--- src/rtl/log_histogram.sv ---
// Logarithmic-bucket histogram: samples are binned into linear-then-doubling
// bins, counted in a RAM via a forwarding read-modify-write pipeline, and dumped over valid/ready.
module log_histogram #(
    parameter int SUB_BINS      = 8,
    parameter int N_GROUPS      = 8,
    parameter int INPUT_BITS    = 16,
    parameter int OUTPUT_BITS   = 32,
    parameter int CLEAR_ON_READ = 0,
    localparam int N_BINS       = N_GROUPS * SUB_BINS,
    localparam int IDX_W        = $clog2(N_BINS)
) (
    input  logic                   clk,
    input  logic                   rst,
    input  logic [INPUT_BITS-1:0]  sample_i,
    input  logic                   sample_valid_i,
    input  logic                   clear_req_i,
    input  logic                   dump_req_i,
    output logic                   busy_o,
    output logic [OUTPUT_BITS-1:0] dump_data_o,
    output logic [IDX_W-1:0]       dump_idx_o,
    output logic                   dump_valid_o,
    input  logic                   dump_ready_i,
    output logic                   dump_last_o,
    output logic [OUTPUT_BITS-1:0] drop_cnt_o
);

    typedef enum logic [1:0] {
        ST_CLEAR,
        ST_IDLE,
        ST_DRAIN,
        ST_DUMP
    } state_t;

    localparam logic [OUTPUT_BITS-1:0] CNT_MAX  = '1;
    localparam logic [IDX_W-1:0]       LAST_IDX = IDX_W'(N_BINS - 1);

    // Group g covers [SUB_BINS*(2^g-1), SUB_BINS*(2^(g+1)-1)); anything beyond the last group lands in the top bin.
    function automatic logic [IDX_W-1:0] binIndex(input logic [INPUT_BITS-1:0] s);
        logic [63:0]      d;
        logic [63:0]      lo;
        logic [63:0]      hi;
        logic [IDX_W-1:0] idx;
        d   = 64'(s);
        idx = LAST_IDX;
        for (int g = 0; g < N_GROUPS; g++) begin
            lo = 64'(SUB_BINS) * ((64'd1 << g) - 64'd1);
            hi = 64'(SUB_BINS) * ((64'd1 << (g + 1)) - 64'd1);
            if (d >= lo && d < hi) begin
                idx = IDX_W'(64'(g * SUB_BINS) + ((d - lo) >> g));
            end
        end
        return idx;
    endfunction

    state_t                 state_q, state_d;
    logic [IDX_W-1:0]       clrPtr_q, clrPtr_d;
    logic [1:0]             drainCnt_q, drainCnt_d;
    logic [OUTPUT_BITS-1:0] dropCnt_q, dropCnt_d;

    logic                   p0Valid_q, p0Valid_d;
    logic [IDX_W-1:0]       p0Idx_q, p0Idx_d;
    logic                   p1Valid_q, p1Valid_d;
    logic [IDX_W-1:0]       p1Idx_q, p1Idx_d;
    logic                   p2Valid_q, p2Valid_d;
    logic [IDX_W-1:0]       p2Idx_q, p2Idx_d;
    logic [OUTPUT_BITS-1:0] p2Cnt_q, p2Cnt_d;

    logic [IDX_W-1:0]       rdPtr_q, rdPtr_d;
    logic                   rdDone_q, rdDone_d;
    logic                   rdInflight_q, rdInflight_d;
    logic [IDX_W-1:0]       rdIdx_q, rdIdx_d;
    logic                   skidValid_q, skidValid_d;
    logic [OUTPUT_BITS-1:0] skidData_q, skidData_d;
    logic [IDX_W-1:0]       skidIdx_q, skidIdx_d;
    logic                   outValid_q, outValid_d;
    logic [OUTPUT_BITS-1:0] outData_q, outData_d;
    logic [IDX_W-1:0]       outIdx_q, outIdx_d;
    logic                   outLast_q, outLast_d;

    logic [OUTPUT_BITS-1:0] mem [N_BINS];
    logic [OUTPUT_BITS-1:0] ramQ;
    logic                   ramWe;
    logic [IDX_W-1:0]       ramWaddr;
    logic [IDX_W-1:0]       ramRaddr;
    logic [OUTPUT_BITS-1:0] ramWdata;

    logic                   sampleTake;
    logic                   dropInc;
    logic                   beatPop;
    logic                   issueWin;
    logic                   rdIssue;
    logic [1:0]             occ;
    logic [1:0]             occAfter;
    logic                   fwdHit;
    logic                   pipeWe;
    logic [OUTPUT_BITS-1:0] curCnt;
    logic [OUTPUT_BITS-1:0] incCnt;

    always_comb begin
        state_d = state_q;
        case (state_q)
            ST_CLEAR: if (clrPtr_q == LAST_IDX) state_d = ST_IDLE;
            ST_IDLE: begin
                if (clear_req_i)     state_d = ST_CLEAR;
                else if (dump_req_i) state_d = ST_DRAIN;
            end
            ST_DRAIN: if (drainCnt_q == 2'd2) state_d = ST_DUMP;
            ST_DUMP:  if (beatPop && outIdx_q == LAST_IDX) state_d = ST_IDLE;
            default:  state_d = ST_CLEAR;
        endcase
    end

    always_comb begin
        sampleTake = (state_q == ST_IDLE) && sample_valid_i;
        dropInc    = (state_q != ST_IDLE) && sample_valid_i;
        beatPop    = outValid_q && dump_ready_i;

        // The first dump read goes out in the last drain cycle so the beat lands right as DUMP begins.
        issueWin = (state_q == ST_DUMP) || (state_q == ST_DRAIN && drainCnt_q == 2'd2);
        occ      = {1'b0, outValid_q} + {1'b0, skidValid_q} + {1'b0, rdInflight_q};
        occAfter = occ - {1'b0, beatPop};
        rdIssue  = issueWin && !rdDone_q && (occAfter < 2'd2);

        fwdHit = p2Valid_q && (p2Idx_q == p1Idx_q);
        curCnt = fwdHit ? p2Cnt_q : ramQ;
        incCnt = (curCnt == CNT_MAX) ? curCnt : curCnt + 1'b1;
        pipeWe = p1Valid_q && (state_q != ST_CLEAR);

        // Entering CLEAR flushes in-flight samples so they cannot rewrite already-zeroed bins.
        p0Valid_d = sampleTake;
        p0Idx_d   = binIndex(sample_i);
        p1Valid_d = p0Valid_q && (state_q != ST_CLEAR);
        p1Idx_d   = p0Idx_q;
        p2Valid_d = pipeWe;
        p2Idx_d   = p1Idx_q;
        p2Cnt_d   = incCnt;

        ramWe    = 1'b0;
        ramWaddr = p1Idx_q;
        ramWdata = incCnt;
        if (state_q == ST_CLEAR) begin
            ramWe    = 1'b1;
            ramWaddr = clrPtr_q;
            ramWdata = '0;
        end else if (CLEAR_ON_READ != 0 && state_q == ST_DUMP && beatPop) begin
            ramWe    = 1'b1;
            ramWaddr = outIdx_q;
            ramWdata = '0;
        end else if (pipeWe) begin
            ramWe = 1'b1;
        end
        ramRaddr = rdIssue ? rdPtr_q : p0Idx_q;

        clrPtr_d   = (state_q == ST_CLEAR && clrPtr_q != LAST_IDX) ? clrPtr_q + 1'b1 : '0;
        drainCnt_d = (state_q == ST_DRAIN) ? drainCnt_q + 2'd1 : 2'd0;

        dropCnt_d = dropCnt_q;
        if (state_q == ST_IDLE && clear_req_i) begin
            dropCnt_d = '0;
        end else if (dropInc && dropCnt_q != CNT_MAX) begin
            dropCnt_d = dropCnt_q + 1'b1;
        end

        rdPtr_d  = rdPtr_q;
        rdDone_d = rdDone_q;
        if (state_q != ST_DRAIN && state_q != ST_DUMP) begin
            rdPtr_d  = '0;
            rdDone_d = 1'b0;
        end else if (rdIssue) begin
            if (rdPtr_q == LAST_IDX) rdDone_d = 1'b1;
            else                     rdPtr_d  = rdPtr_q + 1'b1;
        end
        rdInflight_d = rdIssue;
        rdIdx_d      = rdPtr_q;

        // Output register backed by a one-entry skid: the read credit check guarantees the skid is free whenever a read lands on a stalled output.
        outValid_d  = outValid_q;
        outData_d   = outData_q;
        outIdx_d    = outIdx_q;
        outLast_d   = outLast_q;
        skidValid_d = skidValid_q;
        skidData_d  = skidData_q;
        skidIdx_d   = skidIdx_q;
        if (!outValid_q || beatPop) begin
            if (skidValid_q) begin
                outValid_d  = 1'b1;
                outData_d   = skidData_q;
                outIdx_d    = skidIdx_q;
                outLast_d   = (skidIdx_q == LAST_IDX);
                skidValid_d = rdInflight_q;
                skidData_d  = ramQ;
                skidIdx_d   = rdIdx_q;
            end else if (rdInflight_q) begin
                outValid_d = 1'b1;
                outData_d  = ramQ;
                outIdx_d   = rdIdx_q;
                outLast_d  = (rdIdx_q == LAST_IDX);
            end else begin
                outValid_d = 1'b0;
                outLast_d  = 1'b0;
            end
        end else if (rdInflight_q) begin
            skidValid_d = 1'b1;
            skidData_d  = ramQ;
            skidIdx_d   = rdIdx_q;
        end
    end

    // Counter RAM: single write port, registered read returning the pre-write value on a same-address collision.
    always_ff @(posedge clk) begin
        if (ramWe) begin
            mem[ramWaddr] <= ramWdata;
        end
        ramQ <= mem[ramRaddr];
    end

    always_ff @(posedge clk or posedge rst) begin
        if (rst) begin
            state_q      <= ST_CLEAR;
            clrPtr_q     <= '0;
            drainCnt_q   <= 2'd0;
            dropCnt_q    <= '0;
            p0Valid_q    <= 1'b0;
            p0Idx_q      <= '0;
            p1Valid_q    <= 1'b0;
            p1Idx_q      <= '0;
            p2Valid_q    <= 1'b0;
            p2Idx_q      <= '0;
            p2Cnt_q      <= '0;
            rdPtr_q      <= '0;
            rdDone_q     <= 1'b0;
            rdInflight_q <= 1'b0;
            rdIdx_q      <= '0;
            skidValid_q  <= 1'b0;
            skidData_q   <= '0;
            skidIdx_q    <= '0;
            outValid_q   <= 1'b0;
            outData_q    <= '0;
            outIdx_q     <= '0;
            outLast_q    <= 1'b0;
        end else begin
            state_q      <= state_d;
            clrPtr_q     <= clrPtr_d;
            drainCnt_q   <= drainCnt_d;
            dropCnt_q    <= dropCnt_d;
            p0Valid_q    <= p0Valid_d;
            p0Idx_q      <= p0Idx_d;
            p1Valid_q    <= p1Valid_d;
            p1Idx_q      <= p1Idx_d;
            p2Valid_q    <= p2Valid_d;
            p2Idx_q      <= p2Idx_d;
            p2Cnt_q      <= p2Cnt_d;
            rdPtr_q      <= rdPtr_d;
            rdDone_q     <= rdDone_d;
            rdInflight_q <= rdInflight_d;
            rdIdx_q      <= rdIdx_d;
            skidValid_q  <= skidValid_d;
            skidData_q   <= skidData_d;
            skidIdx_q    <= skidIdx_d;
            outValid_q   <= outValid_d;
            outData_q    <= outData_d;
            outIdx_q     <= outIdx_d;
            outLast_q    <= outLast_d;
        end
    end

    assign busy_o       = (state_q != ST_IDLE);
    assign dump_valid_o = outValid_q;
    assign dump_data_o  = outData_q;
    assign dump_idx_o   = outIdx_q;
    assign dump_last_o  = outLast_q;
    assign drop_cnt_o   = dropCnt_q;

endmodule

--- config.mk ---
export PLATFORM = sky130hd
export DESIGN_NAME = log_histogram
export DESIGN_NICKNAME = d
export VERILOG_FILES = /design/src/rtl/log_histogram.sv
export SDC_FILE = /design/constraint.sdc
export NUM_CORES = 2
export LEC_CHECK = 0
export CAP_MARGIN = 0
export CORE_ASPECT_RATIO = 1.1
export CORE_MARGIN = 2
export CORE_UTILIZATION = 40
export DETAILED_ROUTE_END_ITERATION = 6
export SYNTH_ARGS = -nofsm -noshare
export SYNTH_HDL_FRONTEND = slang
export SYNTH_SLANG_ARGS = --single-unit
export TNS_END_PERCENT = 1
--- constraint.sdc ---
create_clock -name clk -period 9.3 [get_ports clk]
set_clock_uncertainty 0.05 [all_clocks]
set_input_delay 1.86 -clock clk [delete_from_list [all_inputs] [get_ports clk]]
set_output_delay 1.86 -clock clk [all_outputs]
set_load 0.1 [all_outputs]
* Word level (Yosys, flattened, before mapping)
Memory sizes are Yosys's and may differ from the RTL's. A register that Yosys moved wholly into a read port is not among the register bits.
Index checks and enable logic that the tools add are counted.
** Storage, ports and cells
- Flip-flop bits (word level) :: 188
- Bits in writable memories :: 2048
- Input port bits :: 22
- Output and inout port bits :: 73
- Word-level logic and storage cells :: 168
- Memories :: 1
** Operators by class
- Add/sub/neg operators :: 22
- Order comparisons :: 16
- Equality and inequality tests :: 22
- Multiplexer cells :: 48
- Reductions and logical operators :: 37
** Memory list
- mem :: depth 64, bits a word 32, rd ports 1, clocked after Yosys merged registers in 1, wr ports 1, RTL line 80 : logic [OUTPUT_BITS-1:0] mem [N_BINS];
** Operators by type and width (count)
- 2-to-1 mux 32 bit :: 9
- 2-to-1 mux 6 bit :: 18
- adder 32 x 1 -> 32 bit, second input constant :: 2
- == test 32 bit, second input constant :: 1
- != test 32 bit, second input constant :: 1
- == test 6 bit, second input constant :: 5
- adder 6 bit, first input constant :: 4
- logical AND 1 bit :: 21
- greater-or-equal comparator 16 x 10 -> 1 bit, second input constant :: 1
- greater-or-equal comparator 16 x 4 -> 1 bit, second input constant :: 1
- greater-or-equal comparator 16 x 5 -> 1 bit, second input constant :: 1
- greater-or-equal comparator 16 x 6 -> 1 bit, second input constant :: 1
- greater-or-equal comparator 16 x 7 -> 1 bit, second input constant :: 1
- greater-or-equal comparator 16 x 8 -> 1 bit, second input constant :: 1
- greater-or-equal comparator 16 x 9 -> 1 bit, second input constant :: 1
- less-than comparator 16 x 10 -> 1 bit, second input constant :: 1
- less-than comparator 16 x 11 -> 1 bit, second input constant :: 1
- less-than comparator 16 x 4 -> 1 bit, second input constant :: 1
- less-than comparator 16 x 5 -> 1 bit, second input constant :: 1
- less-than comparator 16 x 6 -> 1 bit, second input constant :: 1
- less-than comparator 16 x 7 -> 1 bit, second input constant :: 1
- less-than comparator 16 x 8 -> 1 bit, second input constant :: 1
- less-than comparator 16 x 9 -> 1 bit, second input constant :: 1
- 2-to-1 mux 1 bit :: 14
- 30 further kinds :: 55

* Logic depth before layout (Yosys ltp)
- Depth after elaboration :: 9
- Mapped depth :: 17
- Depth with buffers taken out :: 12

* Least setup slack after synthesis
No wires, ideal clock.
- Path kind :: register to register
- Start :: register p1Idx_q[2]
- End :: memory mem[0][13], data pin
- Library setup time :: 0.768 ns
- Data arrival time :: 6.009 ns
- Data required time :: 8.482 ns
- Setup slack :: 2.473 ns
- Cell stages (with the launch flop) :: 16
- Path buffers :: 4
- Period minus slack after synthesis :: 6.827 ns
- Cell sequence :: dfrtp_1 -> xor2_1 -> or3_1 -> buf_4 -> nor2_2 -> buf_2 -> buf_4 -> mux2i_1 -> inv_1 -> ha_1 -> a21boi_0 -> nand4_2 -> buf_2 -> o31a_1 -> nor2b_1 -> a311oi_1
** Between the ends
- Cells in the longest elaborated chain, start to end :: 6
- Elaborated cells between the ends (all ways) :: 7
- Those cells by class :: add/sub (1); eq/ne (2); mux (3); reduce/logical (1)
** RTL lines
- start: declaration :: RTL line 63 : logic [IDX_W-1:0] p1Idx_q, p1Idx_d;
- start signal: assignment :: RTL line 249 : p1Idx_q <= p1Idx_d;
- == test 6 bit (*) :: RTL line 124 : fwdHit = p2Valid_q && (p2Idx_q == p1Idx_q);
- logical AND 1 bit (*) :: RTL line 124
- 2-to-1 mux 32 bit (*) :: RTL line 125 : curCnt = fwdHit ? p2Cnt_q : ramQ;
- adder 32 x 1 -> 32 bit / == test 32 bit (equally long branches) :: RTL line 126 : incCnt = (curCnt == CNT_MAX) ? curCnt : curCnt + 1'b1;
- 2-to-1 mux 32 bit (*) :: RTL line 126
- 2-to-1 mux 32 bit (*) :: RTL line 141 : if (state_q == ST_CLEAR) begin
- named net ramWdata[13] :: RTL line 85 : logic [OUTPUT_BITS-1:0] ramWdata;
- end: declaration :: RTL line 80
The timed path passes the listed nets; every way through them passes the cells marked *.

* Worst setup path in the final report
- Start :: input dump_ready_i
- End :: register ramQ[22], read port of mem
** Between the ends
- Cells in the longest elaborated chain, start to end :: 5
** RTL lines
- start: declaration :: RTL line 22 : input logic dump_ready_i,
- logical AND 1 bit :: RTL line 116 : beatPop = outValid_q && dump_ready_i;
- subtractor 2 x 1 -> 2 bit :: RTL line 121 : occAfter = occ - {1'b0, beatPop};
- less-than comparator 2 bit :: RTL line 122 : rdIssue = issueWin && !rdDone_q && (occAfter < 2'd2);
- logical AND 1 bit :: RTL line 122
- 2-to-1 mux 6 bit :: RTL line 152 : ramRaddr = rdIssue ? rdPtr_q : p0Idx_q;
- end: declaration :: RTL line 81 : logic [OUTPUT_BITS-1:0] ramQ;
Every way passes these cells.
A chain may end at the register's enable or synchronous reset.

==> run metrics <==
die width 462 um; post-CTS resize count 0; Die Ht 508 um; Synth Warn # 0; fmax 153 MHz; fin crit share 70.1%; clk_lat worst skew 0.89 ns; Async S/R FF share, synth 8.29%; Num CTS Buffers 215; H-Tree Depth 4; FF+latch count, synth 2268; leakage power approximately 30 nW; Post-DP Area 97400 sq um; post-synthesis sequential area ratio between 70% and 80%; share of layout cells above drive strength 1 about a tenth; total gr overflow 0; post-CTS setup buffer count 0; hold buffer count at CTS 0; Initial Utilization 40.3%; Post-synth EDFFs 2048; Final Critical Period 6.52 ns; CP max FO 174; Crit path buffers/inverters 4; full die area 234000 sq um; post-layout instance area ~100000 sq um; Inst Count DP 9548; Rows 184; # port buffers 94; CTS max path bufs 3; Slew Limit Fails 0; largest area contributor in the netlist edfxtp_1; DRC viols 0; outcome completed; clk root buf clkbuf_16; hold_ws ~0.38 ns; nets 6736; # IOs 95; Arrival @ worst endpoint roughly 7.1 ns; most frequent cell after synthesis edfxtp_1; Synth area leaders edfxtp_1, dfrtp_1, nand3_1; sequential share of power between 50 and 60%; GRT Total Usage 23.3%; DP Wirelength 143000 um; pin count of the biggest net entering global routing 193; Vias between 60000 and 70000; Core Footprint 229000 sq um; relative slew slack 11.9%; cell internal pwr 0.0160 W; Max-Cap Viols 0; initial antenna violation count 6; FF/Latch Area 66800 sq um; final wirelength 279000 um; P per Cell Area 198 nW/um^2; Clock Pin Slew Worst Setup and Hold Paths 0.06 ns; Fin Setup TNS 0 ns; Syn Nets 6793; Setup crit end kind flip-flop; VDD IR max 0.210 mV; vias in the first global route 58300; CP delay by family, top compound AO/OA/AOI/OAI gates; CP required slightly below 10 ns; first-iteration detailed-routing DRC count a little over 8000; Sw Ratio ~22%; utilization after layout between 40% and 50%; drt pass-1 iters 6; RSZ-0062 raised after global routing false; first-pass GRT wire length 405000 um; drt wl/cell 28.0 um; most frequent cells after synthesis edfxtp_1, nand3_1, a21oi_1, o21ai_0, nand2_1; Avg Cell Area, Syn 13.7 sq um; Area growth syn-to-layout 13.1%; global placer's final weighted congestion 0.917; CTS tree yes; Cells after Synth between 6000 and 7000; area of the multi-input gates 24000 sq um; Tightest Pin Transition 1.32 ns; combinational share of power 4.1%; max incr delay on CP roughly 0.64 ns; fin cells 9950; HP Class flip-flop to flip-flop; CTS sink cnt around 2300; number of distinct library cells after synthesis 80; Clk pwr share 41.9%; post-DR vias/cell 6.09; sw power around 0.0046 W; final setup violation count 0; post-synth top area share between 60% and 70%; Startpoint Class input port; Fin. Hold Viols 0; CP Cell Sequence clkdlybuf4s50_1, and2_1, ha_1, inv_1, ha_1, a21oi_1, xor2_2, a21boi_4, buf_12, buf_4, o21ai_0, a21oi_1, o41ai_1, and4_1, nand4_1; DRT antenna net count 0; Crit Path Category input port to flip-flop; Fillers 20100; top_reg_cell synth edfxtp_1; slowest CP cell buf_4; post-synthesis instance area 92200 sq um
[worst reg2reg max path: cells and delay by family, from the launching register on]
family,cells,cell delay [ns]
flip-flops,1,0.55
XOR/XNOR,2,0.57
AO/OA/AOI/OAI,2,0.92
AND/OR/NAND/NOR,4,3.17
[layer usage]
metal	vias up	wire, um	share of wire (%)	global-route usage (%)
li1	26100	-	-	-
met1	30900	110000	40	31.5
met2	2925	133000	48	37.7
met3	565	24700	8.9	4.17
met4	2	10900	3.9	8.60
met5	-	13	0.0047	0
[power by group through the flow]
stage	combinational, W	clock, W	sequential (W)
after floorplan	0.000464	0	0.0114
after CTS	0.000833	0.00874	0.0111
after detailed placement	0.000829	0	0.0113
final	0.000845	0.00864	0.0111
after global routing	0.000900	0.00913	0.0111
after global placement	0.000818	0	0.0113
[through the flow]
stage                     power [W]  setup WS, ns
after global routing         0.0212          2.69
after floorplan              0.0119          2.28
final                        0.0206          2.78
after global placement       0.0122          2.03
after CTS                    0.0207          2.96
after detailed placement     0.0122          2.01
[layout make-up]
class | instances | share of cell area, %
sequential | 2268 | 64.1
multi-input combinational | 3913 | 23.0
clock buffer | 272 | 5.45
tap | 3069 | 3.68
timing repair buffer | 272 | 2.47
clock inverter | 127 | 1.16
inverter | 26 | 0.101
antenna | 3 | 0.00720
[cell families (layout without fill, tap and decap cells)]
| logic type | Yosys count | in the layout | synth area share [%] |
|---|---|---|---|
| compound gates | 1717 | 1717 | 11.3 |
| xor+xnor | 84 | 84 | 0.822 |
| fa+ha+maj | 21 | 21 | 0.277 |
| buf+inv | 572 | 697 | 2.43 |
| flops | 2268 | 2268 | 72.5 |
| mux | 244 | 244 | 2.71 |
| other cells | 0 | 3 | 0 |
| simple gates | 1847 | 1847 | 9.94 |
[final timing paths]
| path | start | to | slack [ns] | cells after the start |
|---|---|---|---|---|
| max | dump_ready_i | ramQ[22]$_DFF_P_ | 2.78 | 15 |
| min | p0Idx_q[3]$_DFF_PP0_ | p1Idx_q[3]$_DFF_PP0_ | 0.38 | 0 |
| max reg2reg | p1Idx_q[1]$_DFF_PP0_ | mem[58][4]$_DFFE_PP_ | 3.58 | 8 |
| min reg2reg | p0Idx_q[3]$_DFF_PP0_ | p1Idx_q[3]$_DFF_PP0_ | 0.38 | 0 |
| max in group asynchronous | rst | dump_data_o[15]$_DFFE_PP0P_ | 6.44 | 3 |
| min in group asynchronous | rst | drop_cnt_o[10]$_DFFE_PP0P_ | 1.47 | 2 |
[cells in the final DEF, fill, tap and decap left out, drive strengths merged, types with 19 or more instances in the layout]
master,count
nand3,687
nand2,482
xnor2,52
o41ai,128
o21ai,554
buf,178
xor2,32
a22oi,36
and3,209
and4,40
edfxtp,2048
nor2,183
clkdlybuf4s50,94
and2,35
clkinv,94
clkbuf,272
a32oi,64
inv,37
mux2i,198
dfxtp,32
nand4,129
a21oi,589
nor3,19
a2111oi,65
a211oi,197
mux2,46
dfrtp,188
[flip-flops by register name (all words and copies together), names as in the netlist, 2 cells and up]
signal and count:
mem 2048, clrPtr_q 6, skidIdx_q 6, dump_data_o 32, drainCnt_q 2, p2Cnt_q 32
skidData_q 32, state_q 2, p0Idx_q 6, p2Idx_q 6, p1Idx_q 6, ramQ 32
rdIdx_d 6, drop_cnt_o 32, rdIdx_q 6, dump_idx_o 6
Power figures use the tool's default switching activity.
